`config.mk`:
```
export PLATFORM = sky130hd
export DESIGN_NAME = retire_trace_buffer
export DESIGN_NICKNAME = d
export VERILOG_FILES = /design/src/rtl/retire_trace_buffer.sv
export SDC_FILE = /design/constraint.sdc
export NUM_CORES = 2
export LEC_CHECK = 0
export BUFFER_PORTS_ARGS = -buffer_cell sky130_fd_sc_hd__buf_2
export CORE_MARGIN = 8
export CORE_UTILIZATION = 55
export CTS_CLUSTER_SIZE = 10
export DETAILED_ROUTE_END_ITERATION = 12
export PLACE_DENSITY = 0.72
export SKIP_LAST_GASP = 1
export SLEW_MARGIN = 10
export SYNTH_ARGS = -nofsm -noshare
export SYNTH_HDL_FRONTEND = slang
export SYNTH_SLANG_ARGS = --single-unit
```
`constraint.sdc`:
```
create_clock -name clk_in -period 39.4 [get_ports clk_in]
set_clock_uncertainty 0.2 [all_clocks]
set_input_delay 7.88 -clock clk_in [delete_from_list [all_inputs] [get_ports clk_in]]
set_output_delay 7.88 -clock clk_in [all_outputs]
set_load 0.01 [all_outputs]
```
`src/rtl/retire_trace_buffer.sv`:
```
// Retirement trace capture: turns pc changes into records of pc, instruction,
// last register write-back and sequence number, queued in a show-ahead FIFO.
module retire_trace_buffer #(
   parameter int DEPTH = 16,
   parameter int AW    = 4
) (
   input  logic          clk_in,
   input  logic          reset,
   input  logic          enable,
   input  logic [31:0]   pc,
   input  logic [31:0]   inst,
   input  logic          rf_we,
   input  logic [4:0]    rf_waddr,
   input  logic [31:0]   rf_wdata,
   output logic          trace_valid,
   input  logic          trace_ready,
   output logic [31:0]   trace_pc,
   output logic [31:0]   trace_inst,
   output logic          trace_wb_en,
   output logic [4:0]    trace_wb_addr,
   output logic [31:0]   trace_wb_data,
   output logic [15:0]   trace_seq,
   output logic [AW:0]   count,
   output logic [15:0]   overflow_cnt
);

   typedef struct packed {
      logic [31:0] pc;
      logic [31:0] inst;
      logic        wb_en;
      logic [4:0]  wb_addr;
      logic [31:0] wb_data;
      logic [15:0] seq;
   } rec_t;

   localparam logic [AW:0] FULL = (AW+1)'(DEPTH);

   rec_t          mem [DEPTH];
   logic [AW-1:0] wr_ptr;
   logic [AW-1:0] rd_ptr;

   logic          armed;
   logic [31:0]   prev_pc;
   logic [31:0]   prev_inst;
   logic          pend_en;
   logic [4:0]    pend_addr;
   logic [31:0]   pend_data;
   logic [15:0]   seq;

   logic          cur_wb;
   logic          retire;
   logic          full;
   logic          pop;
   logic          push;
   logic          accept;
   logic          drop;
   rec_t          rec;
   rec_t          head;

   always_comb begin
      cur_wb = rf_we && (rf_waddr != 5'd0);
      retire = armed && (pc != prev_pc);
      full   = (count == FULL);
      pop    = trace_valid && trace_ready;
      push   = retire && enable;
      accept = push && (!full || pop);
      drop   = push && full && !pop;
      // a write landing on the pc-change cycle still belongs to the retiree
      rec.pc      = prev_pc;
      rec.inst    = prev_inst;
      rec.wb_en   = cur_wb || pend_en;
      rec.wb_addr = cur_wb ? rf_waddr : pend_addr;
      rec.wb_data = cur_wb ? rf_wdata : pend_data;
      rec.seq     = seq;
   end

   assign trace_valid = (count != '0);
   assign head        = mem[rd_ptr];

   // outputs read zero while empty so reset state is clean without clearing mem
   assign trace_pc      = trace_valid ? head.pc      : '0;
   assign trace_inst    = trace_valid ? head.inst    : '0;
   assign trace_wb_en   = trace_valid ? head.wb_en   : 1'b0;
   assign trace_wb_addr = trace_valid ? head.wb_addr : '0;
   assign trace_wb_data = trace_valid ? head.wb_data : '0;
   assign trace_seq     = trace_valid ? head.seq     : '0;

   always_ff @(posedge clk_in) begin
      if (reset) begin
         armed     <= 1'b0;
         prev_pc   <= '0;
         prev_inst <= '0;
         pend_en   <= 1'b0;
         pend_addr <= '0;
         pend_data <= '0;
         seq       <= '0;
      end else if (!armed) begin
         armed     <= 1'b1;
         prev_pc   <= pc;
         prev_inst <= inst;
      end else if (retire) begin
         prev_pc   <= pc;
         prev_inst <= inst;
         pend_en   <= 1'b0;
         pend_addr <= '0;
         pend_data <= '0;
         seq       <= seq + 16'd1;
      end else begin
         prev_inst <= inst;
         if (cur_wb) begin
            pend_en   <= 1'b1;
            pend_addr <= rf_waddr;
            pend_data <= rf_wdata;
         end
      end
   end

   always_ff @(posedge clk_in) begin
      if (accept) mem[wr_ptr] <= rec;
   end

   always_ff @(posedge clk_in) begin
      if (reset) begin
         wr_ptr       <= '0;
         rd_ptr       <= '0;
         count        <= '0;
         overflow_cnt <= '0;
      end else begin
         if (accept) wr_ptr <= wr_ptr + AW'(1);
         if (pop)    rd_ptr <= rd_ptr + AW'(1);
         unique case (1'b1)
            accept && !pop: count <= count + (AW+1)'(1);
            pop && !accept: count <= count - (AW+1)'(1);
            default:        count <= count;
         endcase
         if (drop && overflow_cnt != 16'hFFFF)
            overflow_cnt <= overflow_cnt + 16'd1;
      end
   end

endmodule

```
Yosys cells after proc, flatten, opt, wreduce, memory -nomap -nowiden
Memories as Yosys holds them, arrays and structs flattened. A register that Yosys moved wholly into a read port is not among the register bits.
Cells that the tools add are included.
W data, S select, Z words.
{ "totals": {"register_bits": 148, "mem_bits_rw": 1888, "input_bits": 106, "out_inout_bits": 140, "elab_cells": 63, "mem_count": 1} }
{ "mem_list": {"columns": ["name", "words", "width", "read_ports", "rd_ports_with_merged_regs", "wr", "line_no", "source"], "rows": [
  ["mem", 16, 118, 1, 1, 1, "38", "rec_t mem [DEPTH];"]
]} }
{ "op_classes": {"addsub": 6, "n_eq_ne": 4, "muxes": 20, "n_reduce_logical": 21} }
{ "op_table": {"columns": ["op", "n"], "rows": [
  ["$mux W32", 7],
  ["$add A16 B1 Y16 const B", 2],
  ["$ne A32 B32 Y1", 1],
  ["$mux W16", 1],
  ["$ne A16 B16 Y1 const B", 1],
  ["$mux W5", 3],
  ["$logic_and A1 B1 Y1", 10],
  ["$pmux W5 S2", 1],
  ["$reduce_bool A5 Y1", 2],
  ["$add A4 B1 Y4 const B", 2],
  ["$mux W4", 2],
  ["$mux W1", 6],
  ["$add A5 B1 Y5 const B", 1],
  ["$eq A5 B5 Y1 const B", 1],
  ["$sub A5 B1 Y5 const B", 1],
  ["$reduce_and A2 Y1", 2],
  ["$reduce_bool A2 Y1", 2],
  ["$logic_not A1 Y1", 3],
  ["$logic_or A1 B1 Y1", 2],
  ["$ne A2 B1 Y1 const B", 1]
]} }

Depth between registers and ports, before layout
{ "logic_depth": {"depth_word": 7, "depth_mapped": 11, "ltp_nobuf": 10} }

Least setup slack after synthesis
OpenSTA, ideal clock, no wires.
{ "synth_timing": {"path_kind": "input -> register", "start": "input pc[18]", "end": "memory mem[0][0] in the netlist's numbering (enable)", "setup_time_ns": 0.739, "t_arrival_ns": 17.174, "required_ns": 38.461, "path_slack_ns": 21.287, "cell_stages": 9, "cell_sequence": "xor2_1 > nor4_1 > nand4_1 > o211ai_1 > buf_2 > buf_1 > nor2_1 > nand2_1 > nor3_1"} }
{ "synth_between": {"elab_chain_len": 6} }
{ "synth_rtl": {"columns": ["item", "line_no", "source"], "rows": [
  ["from (decl)", "10", "input logic [31:0] pc,"],
  ["$ne A32 B32 Y1", "62", "retire = armed && (pc != prev_pc);"],
  ["$logic_and A1 B1 Y1", "62", null],
  ["$logic_and A1 B1 Y1", "65", "push = retire && enable;"],
  ["$logic_and A1 B1 Y1", "66", "accept = push && (!full || pop);"],
  ["$mux W1", "119", "if (accept) mem[wr_ptr] <= rec;"],
  ["$mux W1 (not written as such)", "119", null],
  ["to (decl)", "38", null]
]} }
No other way between the ends.

==> flow_summary_export.csv <==
group,metric,value,unit
status,status,"completed",
timing,setup_ws,25.51,ns
worst_setup_path,reg2reg_depth,10,
clock_network,clk_path_buf_depth,3,
worst_setup_path,path_class,"reg -> out",
logic_synthesis,syn_nets,3616,
logic_synthesis,yosysSeqAreaShare,0.767,
cells_and_area,drive_gt1_frac,0.302,
grt,grt.busiest_layer,"met2",
worst_setup_path,r2r_setup_slack,34.18,ns
logic_synthesis,synth-edff-count,1888,
hold_path,hold_start,"rd_ptr[1]",
worst_setup_path,path_buf_inv,4,
worst_setup_path,path_delay_family,"buffers and inverters",
worst_setup_path,rr_startpoint,"prev_pc[18]",
timing,hold_viol_final,0,
worst_setup_path,path_cells,"buf_4 > buf_4 > buf_4 > mux4_2 > mux4_2 > and2_1 > buf_2",
routing,drc,0,
floorplan,dieHeight,392,µm
timing,final_max_slew_viol_count,0,
clock_network,cts_tree,"done",
cells_and_area,layout.cells.non_filler,5945,
grt,grt_pass1_vias,38300,
floorplan,fp.coreArea,141000,µm²
clock_network,numClockSinks,2040,
pwr,power_density,60.9,nW/µm²
grt,grt_pass1_wl,259,mm
clock_network,post_cts_buffers,0,
cells_and_area,fin_nets,3973,
worst_setup_path,required,31.32,ns
timing,relSlewSlack,0.241,
logic_synthesis,async_flop_share,0,
timing,rsz0062_at_grt,"no",
timing,setup_violations,0,
logic_synthesis,synthDistinctLibCells,49,
pwr,p_leak,28.3,nW
routing,drtPass1Iterations,5,
routing,drt-total-wl,178,mm
placement,portBuffers,245,
worst_setup_path,cpMaxStageDelayCell,"buf_4",
floorplan,start_util,0.552,
timing,final.period_utilization,0.353,
clock_network,numCtsBuffers,225,
logic_synthesis,synth_area,77800,µm²
floorplan,ioPinCount,246,
clock_network,clockRootBuffer,"clkbuf_16",
cells_and_area,final_cell_area,88100,µm²
floorplan,die_area,154000,µm²
timing,max_slew.worst_pin.slew,1.14,ns
hold_path,hp-class,"reg -> reg",
worst_setup_path,path_depth,7,
timing,whs,0.300,ns
logic_synthesis,avgSynthCellArea,22.2,µm²
routing,drt-vias-per-instance,6.19,
routing,vias,36800,
grt,antenna_found_initial,11,
grt,grt_max_degree,119,
placement,dp_slack,26.23,ns
floorplan,dieWidth,392,µm
cells_and_area,area_growth,13.2,%
worst_setup_path,path_max_fanout,71,
timing,tns,0,ns
worst_setup_path,arrival,5.81,ns
grt,met1_usage,0.323,
timing,timing.fmax,72.0,MHz
floorplan,rows,138,
routing,drtIter0Drc,3826,
logic_synthesis,synth_ff_type,"edfxtp_1",
clock_network,cts-resized-gates,0,
clock_network,ctsHoldBuffers,0,
placement,dpl-instance-area,81500,µm²
timing,fin_crit,13.89,ns
placement,hpwl,86.2,mm
grt,grt_use_met3,0.0406,
placement,dp.cells,5521,
clock_network,clk_pin_slew,0.06,ns
logic_synthesis,ys_warn_count,0,
clock_network,clock_latency,0.81,ns
hold_path,worstHoldPathCells,2,
placement,globalplace.congestion,0.747,
pwr,irDropWorstVdd,59.2,µV
clock_network,ctsHtreeMaxLevel,4,
worst_setup_path,end_kind,"output port",
routing,ant_nets,0,
worst_setup_path,crit_top_cell,"buf_4",
routing,wl_per_cell,29.9,µm
run,cap_violations,0,
grt,grt_usage,0.231,
worst_setup_path,rr_endpoint,"mem[13][35]",
grt,overflow,0,
logic_synthesis,ys_ff_latch,2040,
grt,met2_usage,0.387,
worst_setup_path,max_stage_delay,0.98,ns
logic_synthesis,synthCells,3501,
worst_setup_path,cp-start-kind,"register",
## per-stage QoR
step / util / power, W
final: 0.625 / 0.00536
after floorplan: - / 0.00321
after global placement: 0.578 / 0.00354
after CTS: 0.624 / 0.00543
after detailed placement: 0.578 / 0.00355
after global routing: 0.624 / 0.00557
## cells in the mapped netlist (4+ instances only)
library cell	n	area share
nand2_1	137	0.0066
nand4_1	9	0.00072
a31o_2	36	0.0041
a21oi_1	15	0.00096
xnor2_1	20	0.0023
buf_2	10	0.00064
nand3_1	10	0.00064
nor2b_1	104	0.0084
nor4_1	18	0.0014
xor2_1	39	0.0044
edfxtp_1	1888	0.73
ha_1	9	0.0014
dfxtp_1	152	0.039
clkbuf_1	148	0.0071
inv_1	12	0.00058
o21ai_0	10	0.00064
nor2_1	53	0.0026
nor3_1	13	0.00084
mux4_2	590	0.17
and2_1	156	0.013
or3_1	5	0.00040
buf_1	27	0.0013
or4_1	4	0.00039
## cell type report
type | instances | area [µm²]
tap | 1890 | 2360
antenna | 8 | 20.0
clock buffer | 399 | 6380
fill | 9452 | 53000
inverter | 12 | 45.0
clock inverter | 17 | 230
multi-input combinational | 1262 | 17500
timing repair buffer | 317 | 1840
sequential | 2040 | 59800
## report_power, final
group | internal (W) | switching (W) | total, W
Combinational | 0.000517 | 0.000523 | 0.00104
Clock | 0.00110 | 0.000793 | 0.00189
Sequential | 0.00239 | 0.0000433 | 0.00243
Total | 0.00400 | 0.00136 | 0.00536
## how the worst max path moves through the flow
| stage | to | slack (ns) | startpoint |
|---|---|---|---|
| after floorplan | mem[0][0] | 21.29 | pc[18] |
| after global placement | trace_inst[5] | 26.26 | register |
| after detailed placement | trace_inst[5] | 26.23 | register |
| after CTS | trace_inst[5] | 25.32 | register |
| after global routing | trace_inst[5] | 25.09 | register |
| final | trace_pc[15] | 25.51 | register |
## kinds of logic (layout without fill, tap and decap cells)
kind of cell	after synthesis	after routing	synth area share
simple gates	523	523	0.0361
buf+inv	199	745	0.00995
flops	2040	2040	0.767
compound gates	77	77	0.00722
mux	594	594	0.171
other cells	0	8	0
fa+ha+maj	9	9	0.00145
xor+xnor	59	59	0.00664
## routing by layer
metal | wire, µm | share of wire
met2 | 89900 | 0.51
met3 | 14100 | 0.079
met5 | 27 | 0.00015
met4 | 3250 | 0.018
met1 | 70300 | 0.40
## tightest hold or removal path, delay by kind of cell, from the launching register on
kind	cells	cell delay, ns
flip-flops	1	0.32
AO/OA/AOI/OAI	1	0.07
AND/OR/NAND/NOR	1	0.06
## sequential cells by signal, indices dropped and copies added, names as in the netlist, named ones only
name and count:
rd_ptr 4, prev_inst 32, count 5, mem 1888, armed 1, wr_ptr 4, prev_pc 32, pend_data 32
overflow_cnt 16, pend_addr 5, seq 16, pend_en 1
## placed cells by master, fill, tap and decap left out, drive strengths merged, types with 18 or more instances in the layout
cell type / netlist / final
dfxtp: 152 / 152
clkbuf: 148 / 399
nand2: 137 / 137
mux4: 590 / 590
inv: 12 / 18
a31o: 36 / 36
nor2: 53 / 53
buf: 39 / 317
nor2b: 104 / 104
and2: 157 / 157
xor2: 39 / 39
nor4: 18 / 18
edfxtp: 1888 / 1888
xnor2: 20 / 20
Power figures use the tool's default switching activity.
